## src/rtl/jy_irq_timer.sv

```systemverilog
// jy_irq_timer: multi-channel 8-bit IRQ timer with selectable tick sources
// (m2, filtered PPU A12 rise, PPU /OE fall, external CPU write). All state
// advances on the falling edge of m2.
module jy_irq_timer #(
  parameter int CH       = 2,
  parameter int NARROW_W = 3,
  parameter int A12_FILT = 0
) (
  input  logic        m2,
  input  logic        map_rst,
  input  logic [15:0] cpu_addr,
  input  logic [7:0]  cpu_dat,
  input  logic        cpu_rw,
  input  logic        ppu_a12,
  input  logic        ppu_oe,
  output logic        irq,
  output logic [7:0]  rd_dat,
  output logic        rd_oe
);

  localparam logic [7:0] NARROW_MASK = 8'((1 << NARROW_W) - 1);
  localparam logic [3:0] FILT_MIN    = 4'(A12_FILT);

  // Per-channel state
  logic [CH-1:0]      en_q, en_d, pend_q, pend_d;
  logic [CH-1:0][7:0] mode_q, mode_d, pre_q, pre_d, cnt_q, cnt_d;
  logic [CH-1:0][7:0] xor_q, xor_d, rld_q, rld_d;

  // Shared edge detectors and A12 low-run filter
  logic [1:0] a12_sr_q, a12_sr_d, oe_sr_q, oe_sr_d;
  logic [3:0] low_cnt_q, low_cnt_d;
  logic       irq_q, irq_d;

  // Decode helpers
  logic               win_s, ch_ok_s, wr_s, ext_wr_s, rd_hit_s, filt_ok_s;
  logic               a12_rise_s, oe_fall_s;
  logic [2:0]         sel_s, off_s;
  logic [CH-1:0]      tick_s, hit_s, load_wr_s, set_pend_s;
  logic [CH-1:0][7:0] mask_s;
  logic               unused_s;

  assign win_s    = (cpu_addr[15:11] == 5'b11000);
  assign sel_s    = cpu_addr[5:3];
  assign off_s    = cpu_addr[2:0];
  assign ch_ok_s  = ({29'd0, sel_s} < 32'(CH));
  assign wr_s     = ~cpu_rw & win_s & ch_ok_s;
  assign ext_wr_s = ~cpu_rw & ~win_s;
  assign rd_hit_s = cpu_rw & win_s & ch_ok_s & ((off_s == 3'd0) | (off_s == 3'd5));

  // A zero filter threshold means every rise qualifies.
  if (A12_FILT == 0) begin : g_nofilt
    assign filt_ok_s = 1'b1;
  end else begin : g_filt
    assign filt_ok_s = (low_cnt_q >= FILT_MIN);
  end

  assign a12_rise_s = (a12_sr_q == 2'b01) & filt_ok_s;
  assign oe_fall_s  = (oe_sr_q == 2'b10);
  assign irq        = irq_q;
  assign unused_s   = ^{cpu_addr[10:6], low_cnt_q} ^ (^mode_q);

  // Edge-detector shift registers and saturating A12 low-run counter.
  always_comb begin
    a12_sr_d  = {a12_sr_q[0], ppu_a12};
    oe_sr_d   = {oe_sr_q[0], ppu_oe};
    low_cnt_d = low_cnt_q;
    if (a12_sr_q[0]) begin
      low_cnt_d = 4'd0;
    end else if (low_cnt_q != 4'hF) begin
      low_cnt_d = low_cnt_q + 4'd1;
    end else begin
      low_cnt_d = low_cnt_q;
    end
  end

  // Per-channel tick source, prescaler mask and register-write hit decode.
  always_comb begin
    tick_s    = '0;
    hit_s     = '0;
    load_wr_s = '0;
    mask_s    = '0;
    for (int c = 0; c < CH; c++) begin
      case (mode_q[c][1:0])
        2'd0:    tick_s[c] = 1'b1;
        2'd1:    tick_s[c] = a12_rise_s;
        2'd2:    tick_s[c] = oe_fall_s;
        2'd3:    tick_s[c] = ext_wr_s;
        default: tick_s[c] = 1'b0;
      endcase
      mask_s[c]    = mode_q[c][2] ? NARROW_MASK : 8'hFF;
      hit_s[c]     = wr_s & (sel_s == 3'(c));
      load_wr_s[c] = hit_s[c] & ((off_s == 3'd4) | (off_s == 3'd5));
    end
  end

  // Next-state: tick action first, then CPU register writes override it.
  always_comb begin
    en_d       = en_q;
    pend_d     = pend_q;
    mode_d     = mode_q;
    pre_d      = pre_q;
    cnt_d      = cnt_q;
    xor_d      = xor_q;
    rld_d      = rld_q;
    set_pend_s = '0;
    for (int c = 0; c < CH; c++) begin
      if (en_q[c] && tick_s[c] && !load_wr_s[c]) begin
        case (mode_q[c][7:6])
          2'b01: begin
            pre_d[c] = pre_q[c] + 8'd1;
            if ((pre_q[c] & mask_s[c]) == mask_s[c]) begin
              set_pend_s[c] = (cnt_q[c] == 8'hFF);
              cnt_d[c] = (set_pend_s[c] && mode_q[c][3]) ? rld_q[c] : cnt_q[c] + 8'd1;
            end else begin
              cnt_d[c] = cnt_q[c];
            end
          end
          2'b10: begin
            pre_d[c] = pre_q[c] - 8'd1;
            if ((pre_q[c] & mask_s[c]) == 8'h00) begin
              set_pend_s[c] = (cnt_q[c] == 8'h00);
              cnt_d[c] = (set_pend_s[c] && mode_q[c][3]) ? rld_q[c] : cnt_q[c] - 8'd1;
            end else begin
              cnt_d[c] = cnt_q[c];
            end
          end
          default: begin
            pre_d[c] = pre_q[c];
          end
        endcase
      end else begin
        pre_d[c] = pre_q[c];
      end
      pend_d[c] = pend_q[c] | set_pend_s[c];

      if (hit_s[c]) begin
        case (off_s)
          3'd0: begin
            if (cpu_dat[7]) begin
              // Ack: a same-cycle terminal step still leaves pending set.
              pend_d[c] = set_pend_s[c];
            end else if (cpu_dat[0]) begin
              en_d[c] = 1'b1;
            end else begin
              en_d[c]   = 1'b0;
              pre_d[c]  = 8'h00;
              pend_d[c] = 1'b0;
            end
          end
          3'd1: mode_d[c] = cpu_dat;
          3'd2: begin
            en_d[c]   = 1'b0;
            pre_d[c]  = 8'h00;
            pend_d[c] = 1'b0;
          end
          3'd3: en_d[c]  = 1'b1;
          3'd4: pre_d[c] = cpu_dat ^ xor_q[c];
          3'd5: cnt_d[c] = cpu_dat ^ xor_q[c];
          3'd6: xor_d[c] = cpu_dat;
          3'd7: rld_d[c] = cpu_dat;
          default: en_d[c] = en_q[c];
        endcase
      end else begin
        en_d[c] = en_q[c];
      end
    end
    irq_d = |pend_d;
  end

  // Combinational register read-back; bus idles at 8'hFF.
  always_comb begin
    rd_oe  = rd_hit_s;
    rd_dat = 8'hFF;
    for (int c = 0; c < CH; c++) begin
      if (rd_hit_s && (sel_s == 3'(c))) begin
        rd_dat = (off_s == 3'd0) ? {pend_q[c], 6'b000000, en_q[c]} : cnt_q[c];
      end else begin
        rd_dat = rd_dat;
      end
    end
  end

  // State registers on the m2 falling edge; reset wins over writes and ticks.
  always_ff @(negedge m2) begin
    if (map_rst) begin
      en_q      <= '0;
      pend_q    <= '0;
      mode_q    <= '0;
      pre_q     <= '0;
      cnt_q     <= '0;
      xor_q     <= '0;
      rld_q     <= '0;
      a12_sr_q  <= 2'b00;
      oe_sr_q   <= 2'b00;
      low_cnt_q <= 4'd0;
      irq_q     <= 1'b0;
    end else begin
      en_q      <= en_d;
      pend_q    <= pend_d;
      mode_q    <= mode_d;
      pre_q     <= pre_d;
      cnt_q     <= cnt_d;
      xor_q     <= xor_d;
      rld_q     <= rld_d;
      a12_sr_q  <= a12_sr_d;
      oe_sr_q   <= oe_sr_d;
      low_cnt_q <= low_cnt_d;
      irq_q     <= irq_d;
    end
  end

endmodule

```

## config.mk

```make
export PLATFORM = sky130hd
export DESIGN_NAME = jy_irq_timer
export DESIGN_NICKNAME = d
export VERILOG_FILES = /design/src/rtl/jy_irq_timer.sv
export SDC_FILE = /design/constraint.sdc
export NUM_CORES = 1
export LEC_CHECK = 0
export ABC_CLOCK_PERIOD_IN_PS = 2800
export BUFFER_PORTS_ARGS = -buffer_cell sky130_fd_sc_hd__buf_2
export CAP_MARGIN = 20
export CORE_MARGIN = 5
export CORE_UTILIZATION = 50
export DETAILED_ROUTE_END_ITERATION = 12
export HOLD_SLACK_MARGIN = 0.08
export PLACE_DENSITY = 0.64
export SETUP_SLACK_MARGIN = 0.5
export SLEW_MARGIN = 15
export SYNTH_ARGS = -nofsm -noshare
export SYNTH_HDL_FRONTEND = slang
export SYNTH_SLANG_ARGS = --single-unit
export TNS_END_PERCENT = 50
```

## constraint.sdc

```tcl
create_clock -name m2 -period 2.8 [get_ports m2]
set_clock_uncertainty 0.15 [all_clocks]
set_input_delay 0.28 -clock m2 [delete_from_list [all_inputs] [get_ports m2]]
set_output_delay 0.28 -clock m2 [all_outputs]
set_load 0.005 [all_outputs]
```

# After elaboration in Yosys (flattened, before gate mapping)
# Index checks and enable logic that the tools add are counted.
# word_totals
reg_bits	89
output_inout_bits	10
# op_classes
n_addsub	8
n_lt_le_gt_ge	1
n_eq_ne	26
mux	55
n_bitwise	20
reduce_logical	30
# op_table
cell	n
$mux 8	28
$pmux 8 s2	4
$pmux 8 s3	2
$add 8x1->8 const B	4
$logic_not 8->1	4
$sub 8x1->8 const B	4
$and 8x8->8	2
$eq 8x8->1	2
$eq 8x8->1 const B	2
$xor 8x8->8	2
$eq 2x2->1 const B	7
$mux 1	14
$eq 3x3->1 const B	4
$reduce_and 2->1	6
$and 1x1->1	10
$eq 2x1->1 const B	5
$logic_and 1x1->1	10
$pmux 1 s2	4
$pmux 1 s4	2
$eq 3x1->1 const B	2
$eq 3x2->1 const B	2
$logic_not 3->1	2
$reduce_and 3->1	2
$eq 5x5->1 const B	1
other kinds (9)	15

# Depth between registers and ports, before layout
# logic_depth
word_depth	14
ltp_mapped	9
mapped_depth_nobuf	9

==> impl_metrics.json <==
{
  "switching_power_uw": 1035,
  "gp_congestion": 0.9396,
  "drt_iter0_drc": 594,
  "final_nets": 1070,
  "diodes": 0,
  "core_sq_um": 12010,
  "grt_max_degree": 31,
  "critical_path_required_ps": 2370,
  "cts.clk_slew.worst_paths_ps": 40,
  "arrival_ps": 2920,
  "via_count": 7191,
  "die_w_microns": 120.5,
  "drive_above_1_share": 0.3203,
  "power_uw": 3200,
  "ys.warnings.count": 0,
  "relSlewSlack": 0.5310,
  "place_ws_ps": -706.7,
  "failed_checks": "negative setup slack",
  "rsz0062_at_grt": "true",
  "grt-ovfl-total": 0,
  "cts_hold_buffers": 0,
  "drt_wl_total_mm": 23.10,
  "status": "complete, but fails checks",
  "synth_cell_types": 75,
  "post-route-drc-count": 0,
  "syn_inst": 802,
  "setup_viol": 79,
  "dieArea_sq_um": 14530,
  "ys_async_sr_fraction": 0,
  "cts_buffers": 9,
  "row_count": 40,
  "area_delta_synth_final_pct": 44.53,
  "hp-class": "reg -> reg",
  "ir_drop_mv": 0.2881,
  "leakagePower_uw": 0.003723,
  "avgSynthCellArea_sq_um": 7.616,
  "ys_seq_area_frac": 0.2786,
  "ys.flop_type": "dfxtp_1",
  "synth_edf_count": 0,
  "cts_root_buffer": "clkbuf_16",
  "cp_max_fo": 2,
  "final_cell_area_sq_um": 8828,
  "worstSetupPathType": "reg -> out",
  "die_h_microns": 120.5,
  "pwr-share-comb": 0.080,
  "vias_per_cell": 6.157,
  "end_kind": "output pin",
  "drv_cap": 0,
  "syn_area_sq_um": 6108,
  "cts.sinks": 85,
  "ctsHtreeMaxLevel": 3,
  "dr.pass1.iters": 6,
  "setup_ws_ps": -552.2,
  "initial_core_util": 0.5085,
  "clk_path_buf_depth": 2,
  "fill_cells": 889,
  "antenna_found_initial": 0,
  "io_pins": 39,
  "power-per-cell-area_nw_per_um2": 362.5,
  "cts_tree": "built",
  "tightestPinTransition_ps": 694.4,
  "clk_latency_ps": 430,
  "drtAntennaViolNets": 0,
  "grt_pass1_vias": 7111,
  "ys_ff_latch": 85,
  "p_sw_frac": 0.3234,
  "numPortBuffers": 33,
  "finalHoldViolCount": 0,
  "drv_slew": 0,
  "critPathLaunchType": "flip-flop",
  "p_clk_frac": 0.538,
  "synth_fp_nets": 855,
  "p_seq_frac": 0.382,
  "dp_hpwl_mm": 15.72,
  "p_int_uw": 2165,
  "grt_pass1_wl_mm": 35.55,
  "wl_per_cell_microns": 19.78,
  "place_area_sq_um": 7249,
  "grtUsageTotal": 0.3055
}
[power groups by stage]
stage               sequential [uW]  combinational (uW)  clock, uW
finish                         1220                 255       1720
global route                   1220                 267       1900
CTS                            1220                 230       1710
detailed placement             1240                 203        186
global placement               1240                 201        186
floorplan                      1240                96.8        186
[layout by cell type, fill, tap and decap left out, types with 6 or more instances in the layout]
cell type  count
nor2b_1        9
nor2_1        43
o21ai_1        8
nand4_1       18
or3_1          6
o211ai_1       6
nand2_1       70
buf_6         41
mux2i_1       28
nand2_2       11
o21ai_0       27
nor4_1         6
xnor2_1       21
a31oi_1       15
a21oi_2       24
nor3_1        20
nand3_1       33
a21oi_1       56
o22ai_1        9
xor2_1        12
buf_2         24
and3_1         9
nand2_4       12
clkbuf_16      9
nand2b_1       7
inv_1        110
a21o_1         9
buf_4        105
dfxtp_1       80
ha_1          22
[per-stage QoR]
step,instances,utilization,TNS (ps),hold WS [ps]
floorplan,802,-,-29230,278.6
global placement,1045,0.6035,-46040,294.4
detailed placement,1045,0.6035,-46640,302.0
CTS,1159,0.7094,-7470,312.1
global route,1168,0.7350,-16590,326.4
finish,1168,0.7350,-12950,314.3
[metal layers]
layer | up-vias | GRT usage | part of all wire
li1 | 3392 | - | -
met1 | 3417 | 0.3569 | 0.40
met2 | 294 | 0.5110 | 0.49
met3 | 88 | 0.07063 | 0.051
met4 | 0 | 0.1778 | 0.050
met5 | - | 0 | 0
[final cells by class]
type	count	area [sq um]	share of cell area
Multi-Input combinational cell	636	4776	0.5410
Sequential cell	85	1710	0.1937
Timing Repair Buffer	175	1465	0.1660
Clock inverter	91	371.6	0.04209
Clock buffer	9	225.2	0.02551
Tap cell	147	183.9	0.02083
Inverter	25	96.34	0.01091
[registers in the layout, indices dropped and copies added (netlist names)]
name and count:
oe_sr_q 2, mode_q 12, xor_q 16, a12_sr_q 2, irq 1, cnt_q 16
rld_q 16, en_q 2, pre_q 16, pend_q 2
[synth_stat cells, types with 12 or more instances]
master,instances,area (sq um)
and3_1,12,75.07
nand2_1,97,364.1
clkbuf_1,42,157.7
ha_1,22,275.3
mux2i_1,31,310.3
inv_1,26,97.59
nor2_1,50,187.7
a21oi_1,80,400.4
dfxtp_1,85,1702
o21ai_0,39,195.2
nand3_1,39,195.2
nor3_1,24,120.1
xor2_1,12,105.1
nand4_1,18,112.6
xnor2_1,21,183.9
a31oi_1,16,100.1
[path summary, 6_finish.rpt]
check	startpoint	endpoint	slack, ps	cells after the start
worst max-delay path	cnt_q[0]$_SDFF_NP0_	rd_dat[0]	-550	3
worst min-delay path	xor_q[13]$_SDFFE_NP0P_	xor_q[13]$_SDFFE_NP0P_	310	2
worst max register to register	mode_q[14]$_SDFFE_NP0P_	pre_q[14]$_SDFF_NP0_	130	9
worst min register to register	xor_q[13]$_SDFFE_NP0P_	xor_q[13]$_SDFFE_NP0P_	310	2
[timing repair]
action / in CTS / in global routing
resized for setup: 147 / 58
pin swaps: 64 / 33
setup endpoints to repair: 90 / 90
buffers inserted: 15 / 9
[worst max-delay path: stages (launching register included)]
cell and delay (ps):
dfxtp_2 340, mux4_2 490, nand2b_4 160, buf_6 110
[cells by family (layout without fill, tap and decap cells)]
group	Yosys count	after routing	share of synthesized area
compound gates	231	231	0.2448
xor+xnor	33	33	0.04732
fa+ha+maj	24	24	0.05162
buf+inv	81	300	0.05285
flops	85	85	0.2786
mux	34	34	0.06002
simple gates	314	314	0.2649
Note: power is estimated with default switching activity, not from simulation.
